--- config.mk ---
export PLATFORM = sky130hd
export DESIGN_NAME = kanagawa_pre_fifo_delay_multi
export DESIGN_NICKNAME = d
export VERILOG_FILES = /design/src/rtl/kanagawa_pre_fifo_delay_pkg.sv /design/src/rtl/kanagawa_pre_fifo_delay_chan.sv /design/src/rtl/kanagawa_pre_fifo_delay_multi.sv
export SDC_FILE = /design/constraint.sdc
export NUM_CORES = 1
export LEC_CHECK = 0
export CORE_UTILIZATION = 34
export DETAILED_ROUTE_END_ITERATION = 8
export GPL_ROUTABILITY_DRIVEN = 0
export PLACE_DENSITY = 0.76
export SLEW_MARGIN = 5
export SYNTH_ARGS = -nofsm -noshare
export SYNTH_HDL_FRONTEND = slang
export SYNTH_SLANG_ARGS = --single-unit
--- constraint.sdc ---
create_clock -name clk -period 1.51 [get_ports clk]
set_input_delay 0.151 -clock clk [delete_from_list [all_inputs] [get_ports clk]]
set_output_delay 0.151 -clock clk [all_outputs]
set_load 0.005 [all_outputs]
--- src/rtl/kanagawa_pre_fifo_delay_pkg.sv ---
// Shared types and helpers for the multi-channel pre-FIFO delay block.
package kanagawa_pre_fifo_delay_pkg;

    typedef enum logic {HOLD, RUN} hold_state_t;

    // Width needed to hold values 0..n, never less than one bit.
    function automatic int cnt_width(input int n);
        return ($clog2(n + 1) < 1) ? 1 : $clog2(n + 1);
    endfunction

endpackage

--- src/rtl/kanagawa_pre_fifo_delay_chan.sv ---
// One channel: forward wrreq/data delay, backward ~almost_full delay, optional overflow monitor.
// Monitor built only when KANAGAWA_PRE_FIFO_DELAY_OVF_MON_EN is defined.
module kanagawa_pre_fifo_delay_chan
    import kanagawa_pre_fifo_delay_pkg::*;
#(
    parameter int WIDTH             = 16,
    parameter int FEEDFORWARD_DELAY = 1,
    parameter int FEEDBACK_DELAY    = FEEDFORWARD_DELAY,
    parameter int SLACK             = FEEDFORWARD_DELAY + FEEDBACK_DELAY
) (
    input  logic             clk,
    input  logic             rst,
    input  logic             wrreq_in,
    input  logic [WIDTH-1:0] data_in,
    output logic             wrreq_out,
    output logic [WIDTH-1:0] data_out,
    input  logic             almost_full_in,
    output logic             not_full_out,
    output logic             overflow_out
);

    if (FEEDFORWARD_DELAY == 0) begin : g_ff_wire
        assign wrreq_out = wrreq_in;
        assign data_out  = data_in;
    end else begin : g_ff_pipe
        logic [FEEDFORWARD_DELAY-1:0] wr_pipe;
        logic [WIDTH-1:0]             data_pipe [FEEDFORWARD_DELAY];

        always_ff @(posedge clk or posedge rst) begin
            if (rst) begin
                wr_pipe <= '0;
            end else begin
                wr_pipe[0] <= wrreq_in;
                for (int unsigned i = 1; i < FEEDFORWARD_DELAY; i++)
                    wr_pipe[i] <= wr_pipe[i-1];
            end
        end

        always_ff @(posedge clk) begin
            data_pipe[0] <= data_in;
            for (int unsigned i = 1; i < FEEDFORWARD_DELAY; i++)
                data_pipe[i] <= data_pipe[i-1];
        end

        assign wrreq_out = wr_pipe[FEEDFORWARD_DELAY-1];
        assign data_out  = data_pipe[FEEDFORWARD_DELAY-1];
    end

    // Inverted sense so the reset value (0) reads as "full" at the producer.
    if (FEEDBACK_DELAY == 0) begin : g_fb_wire
        assign not_full_out = ~almost_full_in;
    end else begin : g_fb_pipe
        logic [FEEDBACK_DELAY-1:0] ok_pipe;

        always_ff @(posedge clk or posedge rst) begin
            if (rst) begin
                ok_pipe <= '0;
            end else begin
                ok_pipe[0] <= ~almost_full_in;
                for (int unsigned i = 1; i < FEEDBACK_DELAY; i++)
                    ok_pipe[i] <= ok_pipe[i-1];
            end
        end

        assign not_full_out = ok_pipe[FEEDBACK_DELAY-1];
    end

`ifdef KANAGAWA_PRE_FIFO_DELAY_OVF_MON_EN
    localparam int CW = cnt_width(SLACK + 1);
    localparam logic [CW-1:0] SLACK_C = CW'(SLACK);

    logic [CW-1:0] cnt;
    logic          ovf;

    // Clear wins over increment; count saturates at SLACK+1.
    always_ff @(posedge clk or posedge rst) begin
        if (rst) begin
            cnt <= '0;
            ovf <= 1'b0;
        end else if (!almost_full_in) begin
            cnt <= '0;
        end else if (wrreq_out) begin
            if (cnt >= SLACK_C)
                ovf <= 1'b1;
            if (cnt <= SLACK_C)
                cnt <= cnt + 1'b1;
        end
    end

    assign overflow_out = ovf;
`else
    assign overflow_out = 1'b0;
`endif

endmodule

--- src/rtl/kanagawa_pre_fifo_delay_multi.sv ---
// N-channel registered delay between producers and write-side FIFOs, with a shared post-reset hold.
// Optional overflow monitor: KANAGAWA_PRE_FIFO_DELAY_OVF_MON_EN.
module kanagawa_pre_fifo_delay_multi
    import kanagawa_pre_fifo_delay_pkg::*;
#(
    parameter int NUM_CHANNELS      = 1,
    parameter int WIDTH             = 16,
    parameter int FEEDFORWARD_DELAY = 1,
    parameter int FEEDBACK_DELAY    = FEEDFORWARD_DELAY,
    parameter int RESET_HOLD_CYCLES = 4,
    parameter int SLACK             = FEEDFORWARD_DELAY + FEEDBACK_DELAY
) (
    input  logic                          clk,
    input  logic                          rst,
    input  logic [NUM_CHANNELS-1:0]       wrreq_in,
    input  logic [NUM_CHANNELS*WIDTH-1:0] data_in,
    output logic [NUM_CHANNELS-1:0]       almost_full_out,
    output logic [NUM_CHANNELS-1:0]       wrreq_out,
    output logic [NUM_CHANNELS*WIDTH-1:0] data_out,
    input  logic [NUM_CHANNELS-1:0]       almost_full_in,
    output logic [NUM_CHANNELS-1:0]       overflow_out
);

    localparam int HCW = cnt_width(RESET_HOLD_CYCLES);
    localparam logic [HCW-1:0] HOLD_LOAD = HCW'(RESET_HOLD_CYCLES);

    hold_state_t    state, state_next;
    logic [HCW-1:0] hold_cnt, hold_cnt_next;
    logic           hold;

    always_ff @(posedge clk or posedge rst) begin
        if (rst) begin
            state    <= HOLD;
            hold_cnt <= HOLD_LOAD;
        end else begin
            state    <= state_next;
            hold_cnt <= hold_cnt_next;
        end
    end

    // Leaving on the edge that would bring the count to 0 keeps hold high for exactly RESET_HOLD_CYCLES edges.
    always_comb begin
        state_next    = state;
        hold_cnt_next = hold_cnt;
        case (state)
            HOLD: begin
                if (hold_cnt <= HCW'(1)) begin
                    state_next    = RUN;
                    hold_cnt_next = '0;
                end else begin
                    hold_cnt_next = hold_cnt - 1'b1;
                end
            end
            RUN:     state_next = RUN;
            default: state_next = HOLD;
        endcase
    end

    always_comb begin
        hold = (state == HOLD);
    end

    for (genvar c = 0; c < NUM_CHANNELS; c++) begin : g_chan
        logic not_full;

        kanagawa_pre_fifo_delay_chan #(
            .WIDTH             (WIDTH),
            .FEEDFORWARD_DELAY (FEEDFORWARD_DELAY),
            .FEEDBACK_DELAY    (FEEDBACK_DELAY),
            .SLACK             (SLACK)
        ) u_chan (
            .clk            (clk),
            .rst            (rst),
            .wrreq_in       (wrreq_in[c]),
            .data_in        (data_in[c*WIDTH +: WIDTH]),
            .wrreq_out      (wrreq_out[c]),
            .data_out       (data_out[c*WIDTH +: WIDTH]),
            .almost_full_in (almost_full_in[c]),
            .not_full_out   (not_full),
            .overflow_out   (overflow_out[c])
        );

        assign almost_full_out[c] = ~not_full | hold;
    end

endmodule

# Yosys cells after proc, flatten, opt, wreduce, memory -nomap -nowiden
# Memories as Yosys holds them, arrays and structs flattened.
# Index checks and enable logic that the tools add are counted.
[word_totals]
mem_count = 1
inputBits = 20
reg_bits = 6
mem_bits_rw = 16
elab_cells = 14
[mem_list]
columns = ["memory", "depth", "width", "rd", "rd_ports_with_merged_regs", "write_ports", "line", "rtl"]
rows = [
  ["g_chan[0].u_chan.g_ff_pipe.data_pipe", 1, 16, 1, 0, 1, "kanagawa_pre_fifo_delay_chan.sv:27", "logic [WIDTH-1:0] data_pipe [FEEDFORWARD_DELAY];"],
]
[op_classes]
magnitude_cmp = 1
add_sub_neg = 1
n_mux = 3
bitwise = 4
[op_table]
columns = ["cell", "count"]
rows = [
  ["$le 3x1->1 const B", 1],
  ["$mux 3", 1],
  ["$not 1->1", 3],
  ["$sub 3x1->3 const B", 1],
  ["$pmux 1 s2", 1],
  ["$mux 1", 1],
  ["$or 1x1->1", 1],
]

# Longest topological paths before layout
# Gate-level depths: netlist of run 1.
[depth]
ltp_word = 3
mapped_depth = 5
ltp_nobuf = 5

# By module
# Synthesis of run 1 repeated with hierarchy kept, for this count alone.
[unflattened]
cells_unflattened = 47
hier_area_um2 = 618.1
[modules_own_cells]
columns = ["module", "area_per_inst_um2", "cells_each", "instances"]
rows = [
  ["kanagawa_pre_fifo_delay_chan", 389.1, 22, 1],
  ["kanagawa_pre_fifo_delay_multi", 229.0, 25, 1],
]

# Worst setup path after synthesis of run 1
# Ideal clock, no wire load.
[synth_timing]
kind = "reg2reg"
startpoint = "register hold_cnt[1]"
endpoint = "register hold_cnt[0]"
synth_period_minus_slack_ns = 1.064
t_arrival_ns = 0.934
setup_time_ns = 0.130
path_buffers = 0
setup_slack_ns = 0.446
stages_incl_launch_ff = 6
required_ns = 1.380
cell_sequence = "dfrtp_1 > inv_1 > ha_1 > nor2b_1 > o211ai_1 > o21ai_0"
[synth_via]
elab_chain_cells = 2
[synth_lines]
columns = ["item", "line", "rtl"]
rows = [
  ["start: declaration", "kanagawa_pre_fifo_delay_multi.sv:28", "logic [HCW-1:0] hold_cnt, hold_cnt_next;"],
  ["start signal: assignment", "kanagawa_pre_fifo_delay_multi.sv:37", "hold_cnt <= hold_cnt_next;"],
  ["$le 3x1->1", "kanagawa_pre_fifo_delay_multi.sv:47", "if (hold_cnt <= HCW'(1)) begin"],
  ["$mux 3", "kanagawa_pre_fifo_delay_multi.sv:47", ""],
]
# No other way between the ends.
# A chain may end at the register's enable or synchronous reset.

# Worst setup path after layout of run 1
[layout_timing]
startpoint = "register state"
endpoint = "output port almost_full_out"
[layout_via]
elab_chain_cells = 2
[layout_lines]
columns = ["item", "line", "rtl"]
rows = [
  ["start: declaration", "kanagawa_pre_fifo_delay_multi.sv:27", "hold_state_t state, state_next;"],
  ["start signal: assignment", "kanagawa_pre_fifo_delay_multi.sv:36", "state <= state_next;"],
  ["$not 1->1", "n/a", ""],
  ["$or 1x1->1", "kanagawa_pre_fifo_delay_multi.sv:83", "assign almost_full_out[c] = ~not_full | hold;"],
  ["end: declaration", "kanagawa_pre_fifo_delay_multi.sv:17", "output logic [NUM_CHANNELS-1:0] almost_full_out,"],
]
# No other way between the ends.

==> results of run 1 <==
## logic make-up (layout without fill, tap and decap cells)
group,after synthesis,count (layout)
AOI/OAI and AO/OA,7,7
buffers and inverters,6,46
adders and majority gates,2,2
other,1,1
DFF,22,22
and+or+nand+nor,7,7
## registers in the layout, summed over array words and instances, names as in the netlist
| register | count |
|---|---|
| g_chan.u_chan.wrreq_out | 1 |
| state | 1 |
| hold_cnt | 3 |
| g_chan.u_chan.not_full_out | 1 |
| g_chan.u_chan.g_ff_pipe.data_pipe | 16 |
## worst max-delay path, cell delays in order, from the launching register on
cell,delay [ps]
dfrtp_1,430
nand2_1,70
clkdlybuf4s50_1,490
## layout make-up
type                       instances  area share [%]
timing repair buffer              37            35.6
inverter                           5            1.80
clock buffer                       4            3.49
multi-input combinational         17            10.9
sequential                        22            45.3
tap                               24            2.88
## how the worst max path moves through the flow
stage,slack [ps],start,to
final,90,state,almost_full_out
after global routing,30,state,almost_full_out
after CTS,80,state,almost_full_out
after detailed placement,360,hold_cnt[1],hold_cnt[0]
after global placement,400,hold_cnt[0],hold_cnt[1]
after floorplan,450,hold_cnt[1],hold_cnt[0]
## per-stage QoR
step           instances  area, um^2  utilization, %
2_1_floorplan         45         612               -
3_3_place_gp         105        1000            63.0
3_5_place_dp         105        1000            63.0
4_1_cts              109        1040            65.3
5_1_grt              109        1040            65.3
6_report             109        1040            65.3
## Yosys cell counts
master	n	area [um^2]
dfrtp_1	5	125
nor2b_1	1	6.26
o211ai_1	1	7.51
nor4_2	1	12.5
o21a_1	1	7.51
dfxtp_1	16	320
ha_1	2	25.0
nand2b_1	1	6.26
a21o_1	1	7.51
o21ai_0	3	15.0
buf_4	1	7.51
conb_1	1	3.75
nand2_1	2	7.51
a21oi_1	1	5.00
inv_1	5	18.8
nor2_2	1	6.26
nor2_1	1	3.75
dfstp_2	1	26.3
## routing by layer
layer	up-vias	global-route usage [%]	routed length (um)
met3	2	7.35	130
met1	210	16.1	489
met2	30	17.9	499
met4	0	9.70	12
li1	218	-	-
met5	-	0	0
## power groups by stage
stage / Combinational [mW] / Clock [mW] / Sequential [mW]
detailed placement: 0.107 / 0 / 0.627
global placement: 0.106 / 0 / 0.626
floorplan: 0.00623 / 0 / 0.631
finish: 0.106 / 0.307 / 0.614
global route: 0.114 / 0.342 / 0.617
CTS: 0.107 / 0.319 / 0.615
==> flow_metrics.py, run 1 <==
metrics = {
    "detailed_routing": {
        "wl_um": 1130,
        "dr.pass1.iters": 3,
        "wire_per_inst_um": 10.4,
        "viasPerCell": 4.22,
        "vias": 460,
        "drt-initial-drc-count": 3,
        "drc": 0,
        "ant_nets": 0,
    },
    "power": {
        "switching_share_pct": 18.4,
        "power_frac_comb_pct": 10.3,
        "ir_drop_mv": 0.800,
        "power_mw": 1.03,
        "clock_power_share_pct": 29.9,
        "p_per_area_nw_per_um2": 987,
        "seqPwrFrac_pct": 59.8,
        "p_leak_nw": 0.446,
        "intPower_mw": 0.838,
        "p_sw_mw": 0.189,
    },
    "sta": {
        "worst_clock_skew_ps": 4.81,
        "finalCritPeriodShare_pct": 94.4,
        "holdWs_ps": 55.5,
        "timing.final.crit_period_ps": 1420,
        "slew_viol_final": 0,
        "rsz0062_at_grt": "false",
        "finalSetupViolCount": 0,
        "tns_ps": 0,
        "max_freq_mhz": 702,
        "fin_ws_ps": 85.3,
        "hold_viol_final": 0,
    },
    "synth": {
        "syn_inst": 45,
        "synth-adder-area-share_pct": 4.09,
        "synth.avg_cell_area_um2": 13.6,
        "ys_warn_count": 0,
        "synth_top_family_by_area": "compound AO/OA/AOI/OAI gates",
        "syn-num-nets": 67,
        "synth_compound_area_share_pct": 6.95,
        "synth_seq_cells": 22,
        "synth.area.mux_share_pct": 0,
        "synthSimpleGateAreaFrac_pct": 6.95,
        "synth_cell_types": 18,
        "synth_seq_area_share_pct": 77.1,
        "synth_xor_area_share_pct": 0,
        "synth_area_um2": 612,
    },
    "place": {
        "portBuffers": 37,
        "post-dp-hpwl_um": 887,
        "place_ws_ps": 358,
    },
    "layout": {
        "fillCellCount": 113,
        "drive_gt1_share_pct": 8.24,
        "layout_common_cells": "clkdlybuf4s50_1, dfxtp_1, inv_1, dfrtp_1",
        "layout.nets": 108,
        "area_growth_pct": 70.1,
        "multi_input_area_um2": 114,
        "antenna_cells": 0,
        "ff_latch_area_um2": 472,
        "mostFrequentLayoutCell": "clkdlybuf4s50_1",
    },
    "clocking": {
        "clock-root-buffer": "clkbuf_4",
        "worstSkewPairLatency_ps": 290,
        "h-tree-depth": 1,
        "cts_resized": 0,
        "cts_hold_buffers": 0,
        "cts_buffers": 3,
        "cts_tree": "done",
        "clk_path_buf_depth": 2,
        "post-cts-setup-buffer-count": 0,
        "clkTransAtPathRegs_ps": 110,
        "cts.sinks": 22,
    },
    "outcome": {
        "status": "complete, no violations",
    },
    "global_routing": {
        "grt_max_degree": 13,
        "grtUsageTotal_pct": 13.4,
        "grt_overflow": 0,
        "antenna_found_initial": 0,
        "grt_pass1_wl_um": 1850,
        "grt_pass1_vias": 456,
    },
    "worst_setup_path": {
        "start_kind": "flop",
        "r2r_start": "hold_cnt[1]",
        "r2r_cells": 5,
        "critical_path_class": "reg -> out",
        "cp.required_ps": 1360,
        "rrSetupSlack_ps": 340,
        "cp_max_fo": 5,
        "crit_arrival_ps": 1270,
        "reg2reg_to": "hold_cnt[0]",
        "worstSetupEndpointType": "primary output",
    },
    "die": {
        "core_um2": 1590,
        "die_h_um": 44.4,
        "start_util_pct": 38.4,
        "die_area_um2": 1970,
        "row_count": 14,
        "die_w_um": 44.4,
        "ios": 39,
    },
    "hold_path": {
        "worstHoldPathType": "in -> async",
    },
    "job": {
        "maxCapViolCount": 0,
    },
}
Note: power is estimated with default switching activity, not from simulation.
==> run 2, diff against run 1 <==
--- a/config.mk
+++ b/config.mk
@@ -6,6 +6,7 @@
 export NUM_CORES = 1
 export LEC_CHECK = 0
 export CORE_UTILIZATION = 34
+export CTS_CLUSTER_SIZE = 8
 export DETAILED_ROUTE_END_ITERATION = 8
 export GPL_ROUTABILITY_DRIVEN = 0
 export PLACE_DENSITY = 0.76
==> constraint.sdc (replaced) <==
create_clock -name clk -period 1.6 [get_ports clk]
set_input_delay 0.16 -clock clk [delete_from_list [all_inputs] [get_ports clk]]
set_output_delay 0.16 -clock clk [all_outputs]
set_load 0.005 [all_outputs]
==> flow_metrics.py, run 2 (synthesized netlist as in run 1, its figures left out) <==
metrics = {
    "detailed_routing": {
        "wl_um": 1160,
        "wire_per_inst_um": 10.7,
        "drc": 0,
        "dr.pass1.iters": 3,
        "vias": 446,
        "ant_nets": 0,
        "drt-initial-drc-count": 1,
        "viasPerCell": 4.09,
    },
    "sta": {
        "hold_viol_final": 0,
        "fin_ws_ps": 151,
        "finalSetupViolCount": 0,
        "rsz0062_at_grt": "false",
        "tns_ps": 0,
        "timing.final.crit_period_ps": 1450,
        "worst_clock_skew_ps": 4.41,
        "holdWs_ps": 56.8,
        "finalCritPeriodShare_pct": 90.5,
        "max_freq_mhz": 690,
        "slew_viol_final": 0,
    },
    "clocking": {
        "h-tree-depth": 1,
        "clock-root-buffer": "clkbuf_4",
        "cts_buffers": 3,
        "clk_path_buf_depth": 2,
        "clkTransAtPathRegs_ps": 110,
        "cts_resized": 0,
        "cts_hold_buffers": 0,
        "post-cts-setup-buffer-count": 0,
        "worstSkewPairLatency_ps": 300,
        "cts_tree": "done",
        "cts.sinks": 22,
    },
    "global_routing": {
        "grtUsageTotal_pct": 14.3,
        "grt_pass1_vias": 502,
        "grt_overflow": 0,
        "grt_pass1_wl_um": 1900,
        "grt_max_degree": 13,
        "antenna_found_initial": 0,
    },
    "layout": {
        "layout_common_cells": "clkdlybuf4s50_1, dfxtp_1, inv_1, dfrtp_1",
        "drive_gt1_share_pct": 7.06,
        "ff_latch_area_um2": 472,
        "stdcell_count": 109,
        "layout.nets": 108,
        "antenna_cells": 0,
        "largest_reg_flops": 16,
        "multi_input_area_um2": 114,
        "fin_util_pct": 64.7,
        "area_growth_pct": 68.5,
        "mostFrequentLayoutCell": "clkdlybuf4s50_1",
        "fillCellCount": 125,
        "regMostFlops": "g_chan.u_chan.g_ff_pipe.data_pipe",
        "reg_top3": "g_chan.u_chan.g_ff_pipe.data_pipe (16), hold_cnt (3)",
    },
    "worst_setup_path": {
        "start_kind": "flop",
        "max_stage_delay_ps": 490,
        "r2r_start": "hold_cnt[1]",
        "critPathLaunch": "state",
        "crit_arrival_ps": 1290,
        "path_delay_family": "buffers and inverters",
        "cp_max_fo": 5,
        "rrSetupSlack_ps": 440,
        "cp_num_buf_inv": 1,
        "cp_slowest_cell": "clkdlybuf4s50_1",
        "crit_chain": "nand2_1 -> clkdlybuf4s50_1",
        "r2r_cells": 5,
        "cp.required_ps": 1440,
        "reg2reg_to": "hold_cnt[0]",
        "critical_path_class": "reg -> out",
        "worstSetupEndpointType": "primary output",
    },
    "die": {
        "die_w_um": 44.4,
        "start_util_pct": 38.4,
        "die_area_um2": 1970,
        "row_count": 14,
        "die_h_um": 44.4,
        "ios": 39,
        "core_um2": 1590,
    },
    "place": {
        "post-dp-hpwl_um": 938,
        "portBuffers": 37,
        "place_ws_ps": 461,
        "dp_cells": 105,
    },
    "power": {
        "ir_drop_mv": 0.627,
        "p_per_area_nw_per_um2": 904,
        "p_leak_nw": 0.440,
    },
    "hold_path": {
        "worstHoldPathType": "in -> async",
    },
    "outcome": {
        "status": "complete, no violations",
    },
    "job": {
        "maxCapViolCount": 0,
    },
}
run 2: worst max path at each step:
stage,to,depth (start not counted)
global route,almost_full_out,2
floorplan,hold_cnt[0],5
global placement,hold_cnt[0],5
detailed placement,hold_cnt[0],5
finish,almost_full_out,2
CTS,almost_full_out,2
run 2: where the power goes:
group          total (mW)  switching (mW)  internal [mW]  leakage [nW]
Combinational      0.0998          0.0213         0.0785         0.220
Clock               0.252           0.154         0.0973        0.0150
Sequential          0.580         0.00635          0.574         0.205
run 2: metal layers:
metal	GRT usage, %	vias up	routed length [um]
li1	-	217	-
met1	14.1	195	407
met2	21.2	31	525
met3	9.39	3	199
met4	10.9	0	29
met5	0	-	0
run 2: worst register-to-register path, cell delays in order (launching register included):
cell	delay, ps
dfrtp_1	430
inv_1	90
ha_1	220
nor2b_1	60
o211ai_1	150
o21ai_0	100
run 2: through the flow:
| step | cell area (um^2) | total power [mW] |
|---|---|---|
| after floorplan | 612 | 0.601 |
| after global placement | 1000 | 0.692 |
| after detailed placement | 1000 | 0.693 |
| after CTS | 1030 | 0.950 |
| after global routing | 1030 | 0.977 |
| final | 1030 | 0.932 |
run 2: cell type report:
cell class,count,share of cell area [%]
well taps,24,2.91
multi-input cells,17,11.0
flip-flops and latches,22,45.8
inverters,5,1.82
repair buffers,37,35.9
clock buffers,4,2.55
